## config.mk

```make
export PLATFORM = sky130hd
export DESIGN_NAME = timgen_frame_seq_flat
export DESIGN_NICKNAME = d
export VERILOG_FILES = /design/src/rtl/timgen_frame_seq_if.sv /design/src/rtl/timgen_frame_seq.sv /design/src/flat_wrapper.sv
export SDC_FILE = /design/constraint.sdc
export NUM_CORES = 1
export LEC_CHECK = 0
export ABC_AREA = 1
export BUFFER_PORTS_ARGS = -buffer_cell sky130_fd_sc_hd__buf_2
export CAP_MARGIN = 20
export CORE_MARGIN = 2
export CORE_UTILIZATION = 50
export CTS_BUF_LIST = sky130_fd_sc_hd__clkbuf_8
export DETAILED_ROUTE_END_ITERATION = 10
export PLACE_DENSITY = 0.77
export SLEW_MARGIN = 10
export SYNTH_ARGS = -nofsm -noshare
export SYNTH_HDL_FRONTEND = slang
export SYNTH_SLANG_ARGS = --single-unit
```

## constraint.sdc

```tcl
create_clock -name clk_pix -period 2.5 [get_ports clk_pix]
set_clock_uncertainty 0.2 [all_clocks]
set_input_delay 0.125 -clock clk_pix [delete_from_list [all_inputs] [get_ports clk_pix]]
set_output_delay 0.125 -clock clk_pix [all_outputs]
set_load 0.02 [all_outputs]
```

## src/rtl/timgen_frame_seq_if.sv

```systemverilog
// Framing bus of the frame readout sequencer: trigger/binning request in,
// busy/done handshake and AFE/CCD/CPU timing strobes out.
interface timgen_frame_seq_if;
    logic       trigger;
    logic [1:0] vbin;
    logic       busy;
    logic       done;
    logic       afe_hd;
    logic       afe_pblk;
    logic       afe_clpob;
    logic       afe_vd;
    logic       ccd_v1;
    logic       ccd_v2;
    logic       cpu_hsync;
    logic       cpu_vsync;

    modport master (
        output trigger, vbin,
        input  busy, done, afe_hd, afe_pblk, afe_clpob, afe_vd,
               ccd_v1, ccd_v2, cpu_hsync, cpu_vsync
    );

    modport slave (
        input  trigger, vbin,
        output busy, done, afe_hd, afe_pblk, afe_clpob, afe_vd,
               ccd_v1, ccd_v2, cpu_hsync, cpu_vsync
    );
endinterface

```

## src/rtl/timgen_frame_seq.sv

```systemverilog
// Frame readout sequencer: flush lines then active lines, each a blanking
// interval with vertical transfers followed by the active pixel interval.
module timgen_frame_seq #(
    parameter int unsigned H_ACTIVE  = 4000,
    parameter int unsigned H_BLANK   = 96,
    parameter int unsigned V_LINES   = 2700,
    parameter int unsigned V_DUMMY   = 8,
    parameter int unsigned VXFER_LEN = 16,
    parameter int unsigned CLPOB_LEN = 16
) (
    input  logic               clk_pix,
    input  logic               rst,
    timgen_frame_seq_if.slave  bus
);
    localparam int unsigned H_TOT = H_BLANK + H_ACTIVE;
    localparam int unsigned L_MAX = (V_DUMMY > V_LINES) ? V_DUMMY : V_LINES;
    localparam int unsigned HW    = $clog2(H_TOT);
    localparam int unsigned LW    = (L_MAX > 1) ? $clog2(L_MAX) : 1;
    localparam int unsigned PW    = $clog2(VXFER_LEN);

    typedef enum logic [1:0] {ST_IDLE, ST_FLUSH, ST_READ, ST_FIN} state_t;
    localparam state_t FIRST_ST = (V_DUMMY == 0) ? ST_READ : ST_FLUSH;

    state_t          r_state;
    logic [HW-1:0]   r_h_cnt;
    logic [LW-1:0]   r_l_cnt;
    logic [PW-1:0]   r_ph;
    logic [2:0]      r_xidx;
    logic [2:0]      r_nb;

    logic r_busy, r_done, r_hd, r_pblk, r_clpob, r_vd;
    logic r_v1, r_v2, r_hsync, r_vsync;

    logic       w_run, w_read, w_blank, w_clpob_win, w_first;
    logic       w_h_last, w_line_last, w_xfer_on, w_ph_lo;
    logic [2:0] w_nx;

    assign w_run       = (r_state == ST_FLUSH) || (r_state == ST_READ);
    assign w_read      = (r_state == ST_READ);
    assign w_blank     = (r_h_cnt < HW'(H_BLANK));
    assign w_clpob_win = ({1'b0, r_h_cnt} < (HW+1)'(H_BLANK + CLPOB_LEN));
    assign w_first     = (r_state == FIRST_ST) && (r_h_cnt == '0) && (r_l_cnt == '0);
    assign w_h_last    = (r_h_cnt == HW'(H_TOT - 1));
    assign w_line_last = w_read ? (r_l_cnt == LW'(V_LINES - 1))
                                : (r_l_cnt == LW'(V_DUMMY - 1));
    assign w_nx        = w_read ? r_nb : 3'd1;
    // r_ph/r_xidx track h_cnt mod / div VXFER_LEN without a divider
    assign w_xfer_on   = w_run && w_blank && (r_xidx < w_nx);
    assign w_ph_lo     = (r_ph < PW'(VXFER_LEN / 2));

    always_ff @(posedge clk_pix) begin
        if (rst) begin
            r_state <= ST_IDLE;
            r_h_cnt <= '0;
            r_l_cnt <= '0;
            r_ph    <= '0;
            r_xidx  <= '0;
            r_nb    <= 3'd1;
            r_busy  <= 1'b0;
            r_done  <= 1'b0;
            r_hd    <= 1'b1;
            r_pblk  <= 1'b0;
            r_clpob <= 1'b1;
            r_vd    <= 1'b1;
            r_v1    <= 1'b0;
            r_v2    <= 1'b0;
            r_hsync <= 1'b0;
            r_vsync <= 1'b0;
        end else begin
            r_busy  <= w_run;
            r_done  <= (r_state == ST_FIN);
            r_hd    <= !(w_run && (r_h_cnt == '0));
            r_pblk  <= w_read && !w_blank;
            r_clpob <= !(w_read && !w_blank && w_clpob_win);
            r_vd    <= !w_first;
            r_v1    <= w_xfer_on && w_ph_lo;
            r_v2    <= w_xfer_on && !w_ph_lo;
            r_hsync <= w_read && !w_blank;
            r_vsync <= w_read;

            case (r_state)
                ST_IDLE: begin
                    if (bus.trigger) begin
                        r_nb    <= {1'b0, bus.vbin} + 3'd1;
                        r_state <= FIRST_ST;
                        r_h_cnt <= '0;
                        r_l_cnt <= '0;
                        r_ph    <= '0;
                        r_xidx  <= '0;
                    end
                end
                ST_FLUSH, ST_READ: begin
                    if (w_h_last) begin
                        r_h_cnt <= '0;
                        r_ph    <= '0;
                        r_xidx  <= '0;
                        if (w_line_last) begin
                            r_l_cnt <= '0;
                            r_state <= w_read ? ST_FIN : ST_READ;
                        end else begin
                            r_l_cnt <= r_l_cnt + LW'(1);
                        end
                    end else begin
                        r_h_cnt <= r_h_cnt + HW'(1);
                        if (r_ph == PW'(VXFER_LEN - 1)) begin
                            r_ph <= '0;
                            if (r_xidx < 3'd4) r_xidx <= r_xidx + 3'd1;
                        end else begin
                            r_ph <= r_ph + PW'(1);
                        end
                    end
                end
                ST_FIN:  r_state <= ST_IDLE;
                default: r_state <= ST_IDLE;
            endcase
        end
    end

    assign bus.busy      = r_busy;
    assign bus.done      = r_done;
    assign bus.afe_hd    = r_hd;
    assign bus.afe_pblk  = r_pblk;
    assign bus.afe_clpob = r_clpob;
    assign bus.afe_vd    = r_vd;
    assign bus.ccd_v1    = r_v1;
    assign bus.ccd_v2    = r_v2;
    assign bus.cpu_hsync = r_hsync;
    assign bus.cpu_vsync = r_vsync;
endmodule

```

## src/flat_wrapper.sv

```systemverilog
// flat-port wrapper written by rule: the top's interface ports become plain ports
module timgen_frame_seq_flat 
#(
    parameter int unsigned H_ACTIVE  = 4000,
    parameter int unsigned H_BLANK   = 96,
    parameter int unsigned V_LINES   = 2700,
    parameter int unsigned V_DUMMY   = 8,
    parameter int unsigned VXFER_LEN = 16,
    parameter int unsigned CLPOB_LEN = 16
)
  (clk_pix, rst, bus_trigger, bus_vbin, bus_busy, bus_done, bus_afe_hd, bus_afe_pblk, bus_afe_clpob, bus_afe_vd, bus_ccd_v1, bus_ccd_v2, bus_cpu_hsync, bus_cpu_vsync);
  timgen_frame_seq_if bus_i ();
  input  logic clk_pix;
  input  logic rst;
  input wire logic [$bits(bus_i.trigger)-1:0] bus_trigger;
  input wire logic [$bits(bus_i.vbin)-1:0] bus_vbin;
  output wire logic [$bits(bus_i.busy)-1:0] bus_busy;
  output wire logic [$bits(bus_i.done)-1:0] bus_done;
  output wire logic [$bits(bus_i.afe_hd)-1:0] bus_afe_hd;
  output wire logic [$bits(bus_i.afe_pblk)-1:0] bus_afe_pblk;
  output wire logic [$bits(bus_i.afe_clpob)-1:0] bus_afe_clpob;
  output wire logic [$bits(bus_i.afe_vd)-1:0] bus_afe_vd;
  output wire logic [$bits(bus_i.ccd_v1)-1:0] bus_ccd_v1;
  output wire logic [$bits(bus_i.ccd_v2)-1:0] bus_ccd_v2;
  output wire logic [$bits(bus_i.cpu_hsync)-1:0] bus_cpu_hsync;
  output wire logic [$bits(bus_i.cpu_vsync)-1:0] bus_cpu_vsync;
  assign bus_i.trigger = bus_trigger;
  assign bus_i.vbin = bus_vbin;
  assign bus_busy = bus_i.busy;
  assign bus_done = bus_i.done;
  assign bus_afe_hd = bus_i.afe_hd;
  assign bus_afe_pblk = bus_i.afe_pblk;
  assign bus_afe_clpob = bus_i.afe_clpob;
  assign bus_afe_vd = bus_i.afe_vd;
  assign bus_ccd_v1 = bus_i.ccd_v1;
  assign bus_ccd_v2 = bus_i.ccd_v2;
  assign bus_cpu_hsync = bus_i.cpu_hsync;
  assign bus_cpu_vsync = bus_i.cpu_vsync;
  timgen_frame_seq #(.H_ACTIVE(H_ACTIVE), .H_BLANK(H_BLANK), .V_LINES(V_LINES), .V_DUMMY(V_DUMMY), .VXFER_LEN(VXFER_LEN), .CLPOB_LEN(CLPOB_LEN)) u_core (.clk_pix(clk_pix), .rst(rst), .bus(bus_i));
endmodule
```

Word-level counts from Yosys, hierarchy flattened. Index checks and enable logic that the tools add are counted.

Bits in registers: 45. Input bits: 5. Output and inout bits: 10. Logic and storage cells: 84.

$add $sub $neg: 5. Magnitude comparators: 5. Eq/ne operators: 12. Muxes and demuxes: 22. Reduce and logical (&&, ||, !) cells: 25.

Operators by type and width (count): $mux W12 (4); $pmux W12 S2 (2); $add A12 B1 Y12 const B (2); $eq A12 B12 Y1 const B (2); $logic_not A12 Y1 (2); $lt A12 B7 Y1 const B (2); $mux W3 (5); $eq A12 B3 Y1 const B (1); $mux W4 (3); $logic_and A1 B1 Y1 (9); $pmux W4 S2 (1); $mux W2 (3); $ne A3 B1 Y1 const B (2); $pmux W2 S3 (1); $pmux W3 S2 (1); $reduce_and A3 Y1 (2); $logic_not A1 Y1 (5); $add A4 B1 Y4 const B (1); $eq A2 B2 Y1 const B (2); $eq A4 B4 Y1 const B (1); $lt A4 B4 Y1 const B (1); $ne A2 B1 Y1 const B (2); $reduce_and A2 Y1 (2); $reduce_and A4 Y1 (1); 11 further kinds (12).

Longest topological paths before layout. Gate-level depths: netlist (run 1).

Word-level depth: 5. Gate-level depth with buffers: 11. Mapped depth without buffers: 11.

Worst setup path before layout (run 1). Ideal clock, no wire load.

Kind: reg-to-reg. From: reg u_core.r_state[1]. To: reg u_core.r_h_cnt[11]. Setup time: 113 ps. Arrival time: 1607 ps. Data required time: 2187 ps. Setup slack: 579 ps. Cell stages (with the launch flop): 11. Path buffers: 1. Period minus slack after synthesis: 1921 ps. Cell sequence: dfxtp_1 -> inv_1 -> ha_1 -> buf_4 -> inv_2 -> o21ai_4 -> nand3_2 -> nor2_2 -> nand3_1 -> o21ai_1 -> nor2_1.

Longest elaborated chain between the ends: 4. Elaborated cells between the ends (all ways): 8. Those cells by class: eq/ne: 3; mux: 1; reduce/logical: 4.

Ends and longest elaborated chain: from (decl) (line timgen_frame_seq.sv:24) `state_t r_state;`; from (signal assigned) (line timgen_frame_seq.sv:99) `r_state <= w_read ? ST_FIN : ST_READ;`; $eq A2 B1 Y1 or $eq A2 B2 Y1 (tied branches) (line timgen_frame_seq.sv:81) `case (r_state)`; $reduce_or A2 Y1 (line timgen_frame_seq.sv:81); $reduce_bool A2 Y1 (no source line); $reduce_and A2 Y1 (no source line); to (signal assigned) (line timgen_frame_seq.sv:104) `r_h_cnt <= r_h_cnt + HW'(1);`; to (decl) (line timgen_frame_seq.sv:25) `logic [HW-1:0] r_h_cnt;`.

Several ways; a longest one is shown, not always the timed one. A chain may end at the register's enable or synchronous reset.

Worst setup path in the final report (run 1).
From: reg u_core.r_state[1]. To: reg u_core.r_l_cnt[11].

Longest elaborated chain between the ends: 5. Elaborated cells between the ends (all ways): 12. Those cells by class: eq/ne: 4; mux: 4; reduce/logical: 4.

Ends and longest elaborated chain: $eq A2 B2 Y1 (line timgen_frame_seq.sv:39, timgen_frame_seq.sv:81); $mux W1 (line timgen_frame_seq.sv:44) `assign w_line_last = w_read ? (r_l_cnt == LW'(V_LINES - 1))`; $mux W12 (line timgen_frame_seq.sv:97) `if (w_line_last) begin`; $mux W12 (line timgen_frame_seq.sv:93) `if (w_h_last) begin`; $pmux W12 S2 (line timgen_frame_seq.sv:81); to (signal assigned) (line timgen_frame_seq.sv:101) `r_l_cnt <= r_l_cnt + LW'(1);`; to (decl) (line timgen_frame_seq.sv:26) `logic [LW-1:0] r_l_cnt;`.

Several ways; a longest one is shown, not always the timed one. The select of a mux whose other input is x is not followed.

==> results of run 1 <==
-- state kept, by name, summed over array words and instances, names as in the netlist, 2 cells and up --
name and cells:
u_core.r_h_cnt 12, u_core.r_l_cnt 12, u_core.r_nb 3, u_core.r_ph 4, u_core.r_state 2, u_core.r_xidx 3
-- layer usage --
metal	track usage, %	wire length [um]	up-vias
met5	0	0	-
met4	11.9	150	0
met3	4.86	249	15
met2	31.3	2210	70
met1	25.2	2300	916
li1	-	-	1073
-- layout make-up --
type,instances,area [sq um],area share [%]
clock inverters,2,37.5,1.46
repair buffers,18,108,4.19
flip-flops and latches,45,901,35.1
well taps,52,65.1,2.53
multi-input cells,231,1200,46.9
clock buffers,6,82.6,3.22
inverters,45,169,6.58
-- worst min-delay path, cell delays in order --
cell	delay [ns]
buf_2	0.12
nand2_2	0.16
o21ai_0	0.10
-- report_power, final --
group / switching [mW] / internal, mW
combinational: 0.653 / 0.274
clock: 0.259 / 0.325
sequential: 0.0571 / 0.811
-- per-stage QoR --
stage / utilization (%) / cell area [sq um] / setup slack [ns]
after floorplan: - / 2320 / 0.579
after global placement: 54.8 / 2420 / 0.351
after detailed placement: 54.8 / 2420 / 0.243
after CTS: 58.2 / 2570 / 0.210
after global routing: 58.2 / 2570 / 0.0285
final: 58.2 / 2570 / 0.200
-- worst paths after layout --
path / from / to / cells past startpoint
max: u_core.r_state[1] / u_core.r_l_cnt[11] / 9
min: bus_trigger / u_core.r_nb[0] / 3
max reg2reg: u_core.r_state[1] / u_core.r_l_cnt[11] / 9
min reg2reg: u_core.r_xidx[2] / u_core.r_xidx[2] / 2
-- cell families (layout without fill, tap and decap cells) --
group | after synthesis | in the layout | share of synthesized area, %
compound gates | 33 | 33 | 7.88
simple gates | 176 | 176 | 33.5
xor+xnor | 8 | 8 | 3.02
flops | 45 | 45 | 38.9
fa+ha+maj | 14 | 14 | 7.56
buf+inv | 52 | 71 | 9.12
-- timing repair --
action,4_1_cts,5_1_grt
endpoints found under the hold margin,7,0
hold buffers,3,0
resized for setup,0,0
-- layout by cell type, fill, tap and decap left out, types with 3 or more instances in the layout --
master | netlist | routed
inv_2 | 3 | 3
nand2_2 | 3 | 3
dfxtp_1 | 45 | 45
inv_1 | 42 | 42
nor3_1 | 8 | 8
buf_2 | 1 | 14
nor2_1 | 54 | 54
dlygate4sd3_1 | 0 | 3
clkbuf_8 | 0 | 6
ha_1 | 14 | 14
a21oi_1 | 14 | 14
nand4_1 | 4 | 4
xor2_1 | 7 | 7
or2_2 | 3 | 3
nand3_1 | 24 | 24
nand2_1 | 68 | 68
o21ai_0 | 14 | 14
==> flow_summary.yaml, run 1 <==
status:
  status: "complete, no violations"
sta:
  tightestPinTransition_ns: 0.574
  fin_crit_ns: 2.30
  drv_slew: 0
  rsz0062_at_grt: "no"
  fin_crit_sh_pct: 92.0
  finalSetupViolations: 0
  maxSlewHeadroom_pct: 61.4
  hold_ws_ns: 0.0453
  max_clock_freq_mhz: 435
  tns_ns: 0
  hold_violations: 0
setup_path:
  critPathArrivalTime_ns: 2.30
  cp_top_family: "simple AND/OR/NAND/NOR gates"
  crit_buf_inv: 3
  slowest_stage: "dfxtp_1"
  critPathMaxFanout: 16
  critPathKind: "reg2reg"
  reg2reg_slack_ns: 0.20
  cp-end-kind: "flop"
  worstPathCellList: "inv_1 -> ha_1 -> inv_2 -> o21ai_4 -> nand2_4 -> nand2_4 -> nand2_1 -> inv_1 -> nor2_1"
  crit_path_start_kind: "flop"
  slowest_delay_ns: 0.39
  required_ns: 2.50
layout:
  area_growth_pct: 10.8
  antenna-diode-count: 0
  fillers: 391
  drive_gt1_share_pct: 11.2
  finalNonFillerCells: 399
  finalNetCount: 365
floorplanning:
  io_pins: 15
  dieArea_sq_mm: 0.00519
  start_util_pct: 52.5
  core_sq_mm: 0.00441
  die_w_um: 72.1
  num_rows: 24
  fp.dieH_um: 72.1
detailed_routing:
  drt-initial-drc-count: 117
  drc: 0
  drt_pass1_iterations: 5
  routed_via_density: 5.20
  wire_per_inst_um: 12.3
  ant_nets: 0
  wirelength_um: 4910
  vias: 2074
grt:
  track_usage_pct: 20.1
  grt_pass1_vias: 1920
  overflow: 0
  grt_start_max_net_pins: 17
  antenna_found_initial: 0
  grt_first_pass_wirelength_um: 8160
synthesis:
  netlist.area_leader.share_pct: 38.9
  ys_types: 30
  yosys.area.top_type: "dfxtp_1"
  synth.area.top_cells: "dfxtp_1, nand2_1, nor2_1, ha_1, inv_1"
  yosysSeqAreaShare_pct: 38.9
  synth-edff-count: 0
  async_flop_share_pct: 0
  synthTopCellsByCount: "nand2_1, nor2_1, dfxtp_1"
  syn_area_sq_mm: 0.00232
  synth-seq-cells: 45
  syn_inst: 328
  yosysMostFrequentCell: "nand2_1"
  avgSynthCellArea_sq_um: 7.06
  yosys_most_used_dff: "dfxtp_1"
  yosysWarnings: 0
  synth_nets: 347
hold_path:
  hp-class: "in2reg"
placement:
  place.gp.congestion: 0.853
  dp_hpwl_um: 3640
  portBuffers: 14
  placed_cells: 388
clock_network:
  clkSlewWorstSetupHoldPaths_ns: 0.09
  cts_buffers: 5
  cts_tree: "done"
  clock_latency_ns: 0.31
  cts_buffer_depth: 2
  postCtsSetupBuffers: 0
  root_buffer: "clkbuf_8"
  htreeDepth: 2
  cts.sinks: 45
run:
  drv_cap: 0
power_and_ir_drop:
  irDropWorstVdd_uv: 527
  leakagePower_nw: 1.11
  p_total_mw: 2.38
  p_per_area_mw_per_mm2: 926
Power figures use the tool's default switching activity.
==> inputs of run 2 (changes only) <==
- ABC_AREA: 1 -> unset
==> run 2 against run 1 <==
Cell area decreased by 4.3%; clock power decreased by 30%; critical endpoint is now u_core.r_h_cnt[9]; sequential share of layout area is 1.6 points higher; fmax is 0.19% higher; power decreased by 36%; global-route usage shrank 2.4 points; setup slack gained 0.0043 ns; synthesized cell count shrank 22%; non-clock buffer count up 4; flip-flop and latch count is the same; highest routed layer unchanged.
==> flow_summary.yaml, run 2 <==
clock_network:
  cts_resized: 0
  root_buffer: "clkbuf_8"
  htreeDepth: 2
  cts_buffer_depth: 2
  cts_buffers: 5
  cts.sinks: 45
  cts_tree: "done"
  clkSlewWorstSetupHoldPaths_ns: 0.08
  clock_latency_ns: 0.29
setup_path:
  rr_endpoint: "u_core.r_h_cnt[9]"
  r2r-start: "u_core.r_state[1]"
  cp-end-kind: "flop"
  critical_path.startpoint: "u_core.r_state[1]"
  critPathArrivalTime_ns: 2.28
  ff2ff_path_depth: 8
  critPathKind: "reg2reg"
  crit_path_start_kind: "flop"
  reg2reg_slack_ns: 0.20
  critPathMaxFanout: 13
  required_ns: 2.49
synthesis:
  synth-seq-cells: 45
  netlist.area_leader.share_pct: 40.3
  yosys_most_used_dff: "dfxtp_1"
  syn_inst: 255
  synthTopCellsByCount: "dfxtp_1, nor2_1, nand2_1"
  synth-edff-count: 0
  syn_area_sq_mm: 0.00224
  avgSynthCellArea_sq_um: 8.77
  yosysMostFrequentCell: "dfxtp_1"
  synth.area.top_cells: "dfxtp_1, ha_1, xor2_1, nor2_1, nand2_1"
  ys_types: 50
  async_flop_share_pct: 0
  yosysWarnings: 0
  synth_nets: 274
  yosysSeqAreaShare_pct: 40.3
  yosys.area.top_type: "dfxtp_1"
placement:
  place_ws_ns: 0.203
  dp_hpwl_um: 3180
  place_area_sq_mm: 0.00236
  portBuffers: 14
  place.gp.congestion: 0.910
floorplanning:
  fp.dieH_um: 70.9
  die_w_um: 70.9
  dieArea_sq_mm: 0.00502
  start_util_pct: 51.7
  io_pins: 15
  num_rows: 24
  core_sq_mm: 0.00432
sta:
  drv_slew: 0
  hold_violations: 0
  maxSlewHeadroom_pct: 65.3
  setup_slack_ns: 0.205
  max_clock_freq_mhz: 436
  tightestPinTransition_ns: 0.517
  rsz0062_at_grt: "no"
  finalSetupViolations: 0
  fin_crit_sh_pct: 91.8
  hold_ws_ns: 0.0168
  tns_ns: 0
  fin_crit_ns: 2.30
hold_path:
  hold_end: "u_core.r_nb[1]"
  holdPathStages: 2
  hp-class: "in2reg"
  hold_start: "rst"
detailed_routing:
  ant_nets: 0
  drt-initial-drc-count: 127
  drt_pass1_iterations: 4
  drc: 0
  vias: 1810
  routed_via_density: 5.55
  wire_per_inst_um: 13.3
  wirelength_um: 4330
power_and_ir_drop:
  p_int_mw: 1.06
  p_per_area_mw_per_mm2: 624
  switching_power_uw: 473
  seq_power_share_pct: 50.4
  swShare_pct: 30.8
  irDropWorstVdd_uv: 266
  clockPowerShare_pct: 26.5
  leakagePower_nw: 0.966
  combPwrFrac_pct: 23.0
layout:
  area_growth_pct: 9.85
  postLayoutCoreUtil_pct: 56.8
  drive_gt1_share_pct: 14.6
  final_cell_mix: "dfxtp_1, nor2_1, nand2_1"
  top_regs: "u_core.r_h_cnt x12, u_core.r_l_cnt x12, u_core.r_ph x4"
  final_area_sq_mm: 0.00246
  layout_commonest_cell: "dfxtp_1"
  antenna-diode-count: 0
  finalNetCount: 294
run:
  drv_cap: 0
grt:
  antenna_found_initial: 0
  grt_first_pass_wirelength_um: 7160
  grt_start_max_net_pins: 18
  overflow: 0
  track_usage_pct: 17.7
  grt_pass1_vias: 1609
status:
  status: "complete, no violations"
==> run 2: changes by cell type in the layout (fill, tap and decap cells not counted), moves of 7 or more <==
cell / previous run / this run
inv_1: 42 / 8
nand2_1: 68 / 30
nand3_1: 24 / 11
nand4_1: 4 / 12
nor2_1: 54 / 34
o21ai_0: 14 / 7
xor2_1: 7 / 16
==> run 2: cell families (layout without fill, tap and decap cells) <==
kind of cell / Yosys count / in the layout / synth area share (%)
AOI/OAI and AO/OA: 34 / 34 / 11.0
buffers and inverters: 17 / 36 / 3.75
adders and majority gates: 14 / 14 / 7.83
muxes: 1 / 1 / 0.448
DFF: 45 / 45 / 40.3
and+or+nand+nor: 126 / 126 / 29.6
xor gates and xnor gates: 18 / 18 / 7.05
==> run 2: how the worst max path moves through the flow <==
stage                              to  slack (ns)
finish              u_core.r_h_cnt[9]        0.20
global placement    u_core.r_h_cnt[9]        0.29
global route        u_core.r_h_cnt[6]        0.07
CTS                 u_core.r_h_cnt[9]        0.19
detailed placement  u_core.r_h_cnt[9]        0.20
floorplan           u_core.r_h_cnt[4]        0.41
==> run 2: power groups by stage <==
stage	logic, mW	registers [mW]	clock network [mW]
after global routing	0.391	0.778	0.450
after global placement	0.347	0.790	0
after detailed placement	0.349	0.791	0
after CTS	0.353	0.774	0.422
after floorplan	0.241	0.802	0
final	0.353	0.773	0.406
==> run 2: area by class of cell <==
| class | instances | area [sq um] |
|---|---|---|
| Clock buffer | 5 | 68.8 |
| Clock inverter | 1 | 5.00 |
| Fill cell | 393 | 1870 |
| Inverter | 8 | 30.0 |
| Multi-Input combinational cell | 193 | 1250 |
| Sequential cell | 45 | 901 |
| Tap cell | 52 | 65.1 |
| Timing Repair Buffer | 22 | 135 |
==> run 2: routing by layer <==
layer | global-route usage, % | share of wire (%) | vias up
met3 | 3.85 | 4.6 | 5
met5 | 0 | 0 | -
met4 | 5.03 | 1.1 | 0
met1 | 22.1 | 46 | 829
li1 | - | - | 931
met2 | 30.7 | 48 | 45
==> run 2: repair_timing <==
item | 4_1_cts | 5_1_grt
endpoints found under the setup margin | 0 | 0
hold endpoints to repair | 3 | 0
hold buffers | 2 | 0
buffers inserted | 0 | 0
==> run 2: worst max-delay path: stages (launching register included) <==
cell	delay (ns)
dfxtp_1	0.38
inv_1	0.11
ha_1	0.41
mux2i_1	0.10
buf_4	0.19
nor4_2	0.44
nand3_1	0.14
xor2_1	0.16
nor2_1	0.06
==> run 2: through the flow <==
stage	power (mW)	std cells
after global placement	1.14	318
after floorplan	1.04	255
after CTS	1.55	326
after global routing	1.62	326
final	1.53	326
after detailed placement	1.14	318
